`config.mk`:
```
export PLATFORM = sky130hd
export DESIGN_NAME = rgb2grey_arb_flat
export DESIGN_NICKNAME = d
export VERILOG_FILES = /design/src/rtl/rgb2grey_pkg.sv /design/src/rtl/rgb2grey_arb_if.sv /design/src/rtl/rgb2grey.sv /design/src/rtl/rgb2grey_rr_pick.sv /design/src/rtl/rgb2grey_arb.sv /design/src/flat_wrapper.sv
export SDC_FILE = /design/constraint.sdc
export NUM_CORES = 1
export LEC_CHECK = 0
export ABC_AREA = 1
export CAP_MARGIN = 15
export CORE_ASPECT_RATIO = 0.5
export CORE_UTILIZATION = 40
export DETAILED_ROUTE_END_ITERATION = 12
export DONT_BUFFER_PORTS = 1
export GPL_ROUTABILITY_DRIVEN = 0
export HOLD_SLACK_MARGIN = 0.03
export MAX_ROUTING_LAYER = met4
export PLACE_DENSITY = 0.58
export REMOVE_ABC_BUFFERS = 1
export SYNTH_ARGS = -nofsm -noshare
export SYNTH_HDL_FRONTEND = slang
export SYNTH_SLANG_ARGS = --single-unit
```
`constraint.sdc`:
```
create_clock -name clk_i -period 7.4 [get_ports clk_i]
set_input_delay 1.11 -clock clk_i [delete_from_list [all_inputs] [get_ports clk_i]]
set_output_delay 1.11 -clock clk_i [all_outputs]
set_load 0.02 [all_outputs]
```
`src/rtl/rgb2grey_pkg.sv`:
```
// Shared types and luma coefficients for the rgb2grey arbiter slice.
// Y = (77R + 150G + 29B) >> 8, taken from a 16-bit sum.
package rgb2grey_pkg;

    typedef enum logic {
        IDLE  = 1'b0,
        BURST = 1'b1
    } arb_state_t;

    typedef logic [23:0] rgb888_t;

    localparam logic [15:0] Y_COEF_R = 16'd77;
    localparam logic [15:0] Y_COEF_G = 16'd150;
    localparam logic [15:0] Y_COEF_B = 16'd29;

    // The coefficients sum to 256, so the worst case (65280) still fits in 16 bits.
    function automatic logic [7:0] luma(input rgb888_t pix);
        logic [15:0] sum;
        sum = Y_COEF_R * {8'd0, pix[23:16]}
            + Y_COEF_G * {8'd0, pix[15:8]}
            + Y_COEF_B * {8'd0, pix[7:0]};
        return sum[15:8];
    endfunction

endpackage

```
`src/rtl/rgb2grey_arb_if.sv`:
```
// Request/beat bundle from the N_CH requesters plus the tagged grey output stream.
interface rgb2grey_arb_if #(parameter int N_CH = 4);
    import rgb2grey_pkg::*;

    localparam int ID_W = $clog2(N_CH);

    logic [N_CH-1:0]    req;
    logic [N_CH-1:0]    valid;
    logic [N_CH-1:0]    last;
    logic [N_CH*24-1:0] data;
    logic [N_CH-1:0]    ready;
    logic [N_CH-1:0]    grant;

    logic               y_valid;
    rgb888_t            y_data;
    logic [ID_W-1:0]    y_id;
    logic               y_last;

    modport master (
        output req, valid, last, data,
        input  ready, grant, y_valid, y_data, y_id, y_last
    );

    modport slave (
        input  req, valid, last, data,
        output ready, grant, y_valid, y_data, y_id, y_last
    );
endinterface

```
`src/rtl/rgb2grey.sv`:
```
// RGB888 to grey converter; init_i starts a conversion, done_o marks the {Y,Y,Y} result.
module rgb2grey
    import rgb2grey_pkg::*;
#(
    parameter bit OUT_REG = 1'b1
) (
    input  logic    clk_i,
    input  logic    rst_n_i,
    input  logic    init_i,
    input  rgb888_t data_i,
    output logic    done_o,
    output rgb888_t data_o
);
    logic [7:0] y_comb;

    assign y_comb = luma(data_i);

    generate
        if (OUT_REG) begin : g_reg
            logic    done_reg;
            rgb888_t data_reg;

            always_ff @(posedge clk_i) begin
                if (!rst_n_i) begin
                    done_reg <= 1'b0;
                    data_reg <= '0;
                end else begin
                    done_reg <= init_i;
                    if (init_i) begin
                        data_reg <= {3{y_comb}};
                    end
                end
            end

            assign done_o = done_reg;
            assign data_o = data_reg;
        end else begin : g_comb
            assign done_o = init_i;
            assign data_o = {3{y_comb}};
        end
    endgenerate
endmodule

```
`src/rtl/rgb2grey_rr_pick.sv`:
```
// Combinational round-robin picker: first requester at or after ptr, wrapping mod N_CH.
module rgb2grey_rr_pick #(
    parameter int N_CH = 4,
    parameter int ID_W = $clog2(N_CH)
) (
    input  logic [N_CH-1:0] req,
    input  logic [ID_W-1:0] ptr,
    output logic [N_CH-1:0] onehot,
    output logic [ID_W-1:0] idx,
    output logic            any
);
    logic [2*N_CH-2:0] req_dbl;
    logic [N_CH-1:0]   req_rot;
    logic [ID_W-1:0]   off;
    logic [ID_W:0]     sum;

    // Doubling the vector lets a plain slice stand in for a rotate by ptr.
    assign req_dbl = {req[N_CH-2:0], req};

    genvar gi;
    generate
        for (gi = 0; gi < N_CH; gi++) begin : g_rot
            logic [ID_W:0] pos;
            assign pos         = {1'b0, ptr} + (ID_W+1)'(gi);
            assign req_rot[gi] = req_dbl[pos];
        end
    endgenerate

    always_comb begin
        off    = '0;
        onehot = '0;
        any    = |req;
        for (int i = N_CH - 1; i >= 0; i--) begin
            if (req_rot[i]) begin
                off = ID_W'(i);
            end
        end
        sum = {1'b0, ptr} + {1'b0, off};
        if (sum >= (ID_W+1)'(N_CH)) begin
            sum = sum - (ID_W+1)'(N_CH);
        end
        idx = sum[ID_W-1:0];
        if (any) begin
            onehot[idx] = 1'b1;
        end
    end
endmodule

```
`src/rtl/rgb2grey_arb.sv`:
```
// Burst-level round-robin arbiter sharing one rgb2grey converter among N_CH requesters;
// grey results come back tagged with the owning channel id.
module rgb2grey_arb
    import rgb2grey_pkg::*;
#(
    parameter int N_CH      = 4,
    parameter int MAX_BURST = 256
) (
    input  logic          clk_i,
    input  logic          rst_n_i,
    rgb2grey_arb_if.slave bus
);
    localparam int ID_W  = $clog2(N_CH);
    localparam int CNT_W = $clog2(MAX_BURST);

    arb_state_t      state_reg, state_next;
    logic [N_CH-1:0] grant_reg, grant_next;
    logic [ID_W-1:0] grant_idx_reg, grant_idx_next;
    logic [ID_W-1:0] rr_ptr_reg, rr_ptr_next;
    logic [CNT_W-1:0] beat_cnt_reg, beat_cnt_next;
    logic [ID_W-1:0] y_id_reg;
    logic            y_last_reg;

    logic [N_CH-1:0] pick_onehot;
    logic [ID_W-1:0] pick_idx;
    logic            pick_any;
    logic            accept;
    logic            last_beat;
    rgb888_t         ch_data [N_CH];

    genvar gi;
    generate
        for (gi = 0; gi < N_CH; gi++) begin : g_lane
            assign ch_data[gi] = bus.data[24*gi +: 24];
        end
    endgenerate

    rgb2grey_rr_pick #(.N_CH(N_CH), .ID_W(ID_W)) u_pick (
        .req    (bus.req),
        .ptr    (rr_ptr_reg),
        .onehot (pick_onehot),
        .idx    (pick_idx),
        .any    (pick_any)
    );

    assign bus.ready = (state_reg == BURST) ? grant_reg : '0;
    assign accept    = (state_reg == BURST) && bus.valid[grant_idx_reg];
    // A burst closes on the requester's last or when the grant has used its beat budget.
    assign last_beat = bus.last[grant_idx_reg] || (beat_cnt_reg == CNT_W'(MAX_BURST - 1));

    always_comb begin
        state_next     = state_reg;
        grant_next     = grant_reg;
        grant_idx_next = grant_idx_reg;
        rr_ptr_next    = rr_ptr_reg;
        beat_cnt_next  = beat_cnt_reg;
        case (state_reg)
            IDLE: begin
                if (pick_any) begin
                    state_next     = BURST;
                    grant_next     = pick_onehot;
                    grant_idx_next = pick_idx;
                    rr_ptr_next    = (pick_idx == ID_W'(N_CH - 1)) ? '0 : pick_idx + ID_W'(1);
                    beat_cnt_next  = '0;
                end
            end
            BURST: begin
                if (accept) begin
                    if (last_beat) begin
                        state_next    = IDLE;
                        grant_next    = '0;
                        beat_cnt_next = '0;
                    end else begin
                        beat_cnt_next = beat_cnt_reg + CNT_W'(1);
                    end
                end
            end
            default: state_next = IDLE;
        endcase
    end

    always_ff @(posedge clk_i) begin
        if (!rst_n_i) begin
            state_reg     <= IDLE;
            grant_reg     <= '0;
            grant_idx_reg <= '0;
            rr_ptr_reg    <= '0;
            beat_cnt_reg  <= '0;
            y_id_reg      <= '0;
            y_last_reg    <= 1'b0;
        end else begin
            state_reg     <= state_next;
            grant_reg     <= grant_next;
            grant_idx_reg <= grant_idx_next;
            rr_ptr_reg    <= rr_ptr_next;
            beat_cnt_reg  <= beat_cnt_next;
            y_last_reg    <= accept && last_beat;
            if (accept) begin
                y_id_reg <= grant_idx_reg;
            end
        end
    end

    assign bus.grant  = grant_reg;
    assign bus.y_id   = y_id_reg;
    assign bus.y_last = y_last_reg;

    // Tag pipeline above is one stage deep to line up with the registered converter.
    rgb2grey #(.OUT_REG(1'b1)) u_conv (
        .clk_i   (clk_i),
        .rst_n_i (rst_n_i),
        .init_i  (accept),
        .data_i  (ch_data[grant_idx_reg]),
        .done_o  (bus.y_valid),
        .data_o  (bus.y_data)
    );
endmodule
```
`src/flat_wrapper.sv`:
```
// flat-port wrapper written by rule: the top's interface ports become plain ports
module rgb2grey_arb_flat import rgb2grey_pkg::*;
#(
    parameter int N_CH      = 4,
    parameter int MAX_BURST = 256
)
  (clk_i, rst_n_i, bus_req, bus_valid, bus_last, bus_data, bus_ready, bus_grant, bus_y_valid, bus_y_data, bus_y_id, bus_y_last);
  rgb2grey_arb_if #(.N_CH(N_CH)) bus_i ();
  input  logic clk_i;
  input  logic rst_n_i;
  input wire logic [$bits(bus_i.req)-1:0] bus_req;
  input wire logic [$bits(bus_i.valid)-1:0] bus_valid;
  input wire logic [$bits(bus_i.last)-1:0] bus_last;
  input wire logic [$bits(bus_i.data)-1:0] bus_data;
  output wire logic [$bits(bus_i.ready)-1:0] bus_ready;
  output wire logic [$bits(bus_i.grant)-1:0] bus_grant;
  output wire logic [$bits(bus_i.y_valid)-1:0] bus_y_valid;
  output wire logic [$bits(bus_i.y_data)-1:0] bus_y_data;
  output wire logic [$bits(bus_i.y_id)-1:0] bus_y_id;
  output wire logic [$bits(bus_i.y_last)-1:0] bus_y_last;
  assign bus_i.req = bus_req;
  assign bus_i.valid = bus_valid;
  assign bus_i.last = bus_last;
  assign bus_i.data = bus_data;
  assign bus_ready = bus_i.ready;
  assign bus_grant = bus_i.grant;
  assign bus_y_valid = bus_i.y_valid;
  assign bus_y_data = bus_i.y_data;
  assign bus_y_id = bus_i.y_id;
  assign bus_y_last = bus_i.y_last;
  rgb2grey_arb #(.N_CH(N_CH), .MAX_BURST(MAX_BURST)) u_core (.clk_i(clk_i), .rst_n_i(rst_n_i), .bus(bus_i));
endmodule
```
==> impl_metrics.ini <==
[timing]
finalHoldViolCount = 0
max_slew.worst_pin.slew_ps = 712
finalSetupTns_ps = 0
drv_slew = 0
setup_viol = 0
min_period_over_period_pct = 92.6
relSlewSlack_pct = 52.5
rsz0062_at_grt = false
fin_crit_ps = 6850
skew_ps = 6.81
max_freq_mhz = 146

[global_route]
grt_use_total_pct = 17.9
grt_max_degree = 55
antenna_found_initial = 0
gr-total-overflow = 0
grt_pass1_wl_mm = 20.5
grt_pass1_vias = 4594

[flow_run]
maxCapViolCount = 0

[drt]
routed-wl-met3_um = 569
highest_layer = met4
drtIter0Drc = 222
wirelength_met1_mm = 6.07
post-route-drc-count = 0
first_pass_iters = 6
vias = 4627
ant_nets = 0
wl_mm = 11.9
route.detailed.wl_per_inst_um = 13.0
vias_per_cell = 5.06
met2_length_mm = 5.23

[cts]
tritoncts_num_sinks = 29
cts-root-buf = clkbuf_16
path_clk_slew_ps = 50
clk-insertion-delay-late_ps = 270
cts.htree.levels = 2
cts_buffers = 5
cts_tree = built
clockBufferDepth = 2

[setup_path]
crit_type = in -> reg
crit_end = u_core.u_conv.data_o[22]
crit_path_max_fanout = 6
arrival_ps = 7010
cp-start-kind = input pin
cp-startpoint = bus_data[60]
reg2reg_depth = 28
r2r_setup_slack_ps = 560
endpoint_kind = register
max_stage_delay_ps = 540
worstPathRequired_ps = 7560
slowest_stage = fa_1
r2r-end = u_core.u_conv.data_o[22]
reg2reg_from = u_core.grant_idx_reg[0]

[synth]
netlist_area_um2 = 5590
yosys_warnings = 0
seq_area_frac_synth_pct = 10.4
ys.flop_type = dfxtp_1
yosysUniqueCellTypes = 49
ys_ff_latch = 29
synth_edf_count = 0
async_flop_share_pct = 0
syn-mean-instance-area_um2 = 7.53
synthCells = 743

[hold_path]
whs_path_depth = 1
hp-start = u_core.beat_cnt_reg[6]
min_path_type = reg -> reg

[die]
io_pins = 146
dieHeight_um = 85.6
core-area_um2 = 13600
die_area_um2 = 14500
fp.dieW_um = 169
num_rows = 30
start_util_pct = 41.2

[cells_and_area]
diodes = 0
nNetsFinal = 978
layout_common_cells = 125 x inv_1, 94 x nand2_1, 92 x ha_1
final_common_cell = inv_1
syn2layout_area_growth_pct = 5.10
layout-drive-gt1-share_pct = 6.09

[place]
io_buffers = 0
dp_hpwl_mm = 10.0

[status]
status = finished clean
-- timing repair --
action / in CTS / in global routing
resized for setup: 0 / 5
hold buffers: 0 / 0
endpoints found under the setup margin: 0 / 4
buffers inserted: 0 / 0
-- kinds of logic after synthesis --
group,share of synthesized area [%]
simple gates,18.8
buf+inv,13.1
compound gates,15.4
fa+ha+maj,40.3
flops,10.4
xor+xnor,2.13
-- worst min-delay path by stage --
stage / slack [ps] / to
after floorplan: 440 / u_core.beat_cnt_reg[6]
after global placement: 450 / u_core.beat_cnt_reg[6]
after detailed placement: 460 / u_core.beat_cnt_reg[6]
after CTS: 470 / u_core.beat_cnt_reg[6]
after global routing: 500 / u_core.beat_cnt_reg[6]
final: 460 / u_core.beat_cnt_reg[6]
-- routing by layer --
| metal | vias to the layer above | track usage [%] |
|---|---|---|
| li1 | 2368 | - |
| met1 | 2146 | 23.7 |
| met2 | 109 | 30.6 |
| met3 | 4 | 1.71 |
| met4 | 0 | 1.88 |
| met5 | - | - |
-- through the flow --
| step | worst slack, ps | util (%) | instance area, um2 | hold slack [ps] | cells |
|---|---|---|---|---|---|
| floorplan | 162 | - | 5350 | 441 | 705 |
| global placement | 294 | 41.7 | 5660 | 455 | 905 |
| detailed placement | 224 | 41.7 | 5660 | 458 | 905 |
| CTS | 426 | 43.0 | 5840 | 468 | 913 |
| global route | 33.3 | 43.3 | 5880 | 500 | 914 |
| finish | 546 | 43.3 | 5880 | 462 | 914 |
-- area by class of cell --
| type | instances | area [um2] |
|---|---|---|
| inverters | 128 | 497 |
| well taps | 192 | 240 |
| fillers | 1382 | 7710 |
| clock buffers | 7 | 143 |
| repair buffers | 9 | 97.6 |
| flip-flops and latches | 29 | 584 |
| multi-input cells | 548 | 4290 |
| clock inverters | 1 | 30.0 |
-- critical path: cells and delay by family --
kind	cells	cell delay (ps)
buffers and inverters	4	190
AOI/OAI and AO/OA	6	1000
adders and majority gates	10	4100
and+or+nand+nor	5	450
xor gates and xnor gates	1	150
-- synthesized netlist by cell type, types with 2 or more instances --
| cell | n | area [um2] |
|---|---|---|
| a31oi_1 | 3 | 18.8 |
| nand2_1 | 94 | 353 |
| o21ai_2 | 3 | 26.3 |
| buf_1 | 2 | 7.51 |
| o21ai_1 | 4 | 20.0 |
| fa_1 | 55 | 1100 |
| dfxtp_1 | 29 | 581 |
| o21ai_0 | 61 | 305 |
| a21oi_1 | 34 | 170 |
| nand2_2 | 5 | 31.3 |
| a32oi_1 | 5 | 43.8 |
| a21o_1 | 3 | 22.5 |
| buf_2 | 5 | 25.0 |
| nor2_1 | 83 | 312 |
| a21oi_2 | 3 | 26.3 |
| buf_6 | 4 | 45.0 |
| xnor2_1 | 5 | 43.8 |
| buf_4 | 17 | 128 |
| nand3_2 | 2 | 20.0 |
| nand3_1 | 36 | 180 |
| clkbuf_1 | 10 | 37.5 |
| nand4_1 | 3 | 18.8 |
| inv_1 | 126 | 473 |
| xor2_1 | 6 | 52.6 |
| ha_1 | 92 | 1150 |
| o22ai_1 | 20 | 125 |
| a211oi_1 | 2 | 15.0 |
| nor3_1 | 7 | 35.0 |
| nand2_4 | 3 | 33.8 |
| o21a_1 | 2 | 15.0 |
Power is left out: the tool's default activity adds up to more than one toggle a clock period on the data nets, which glitch-free logic cannot reach.
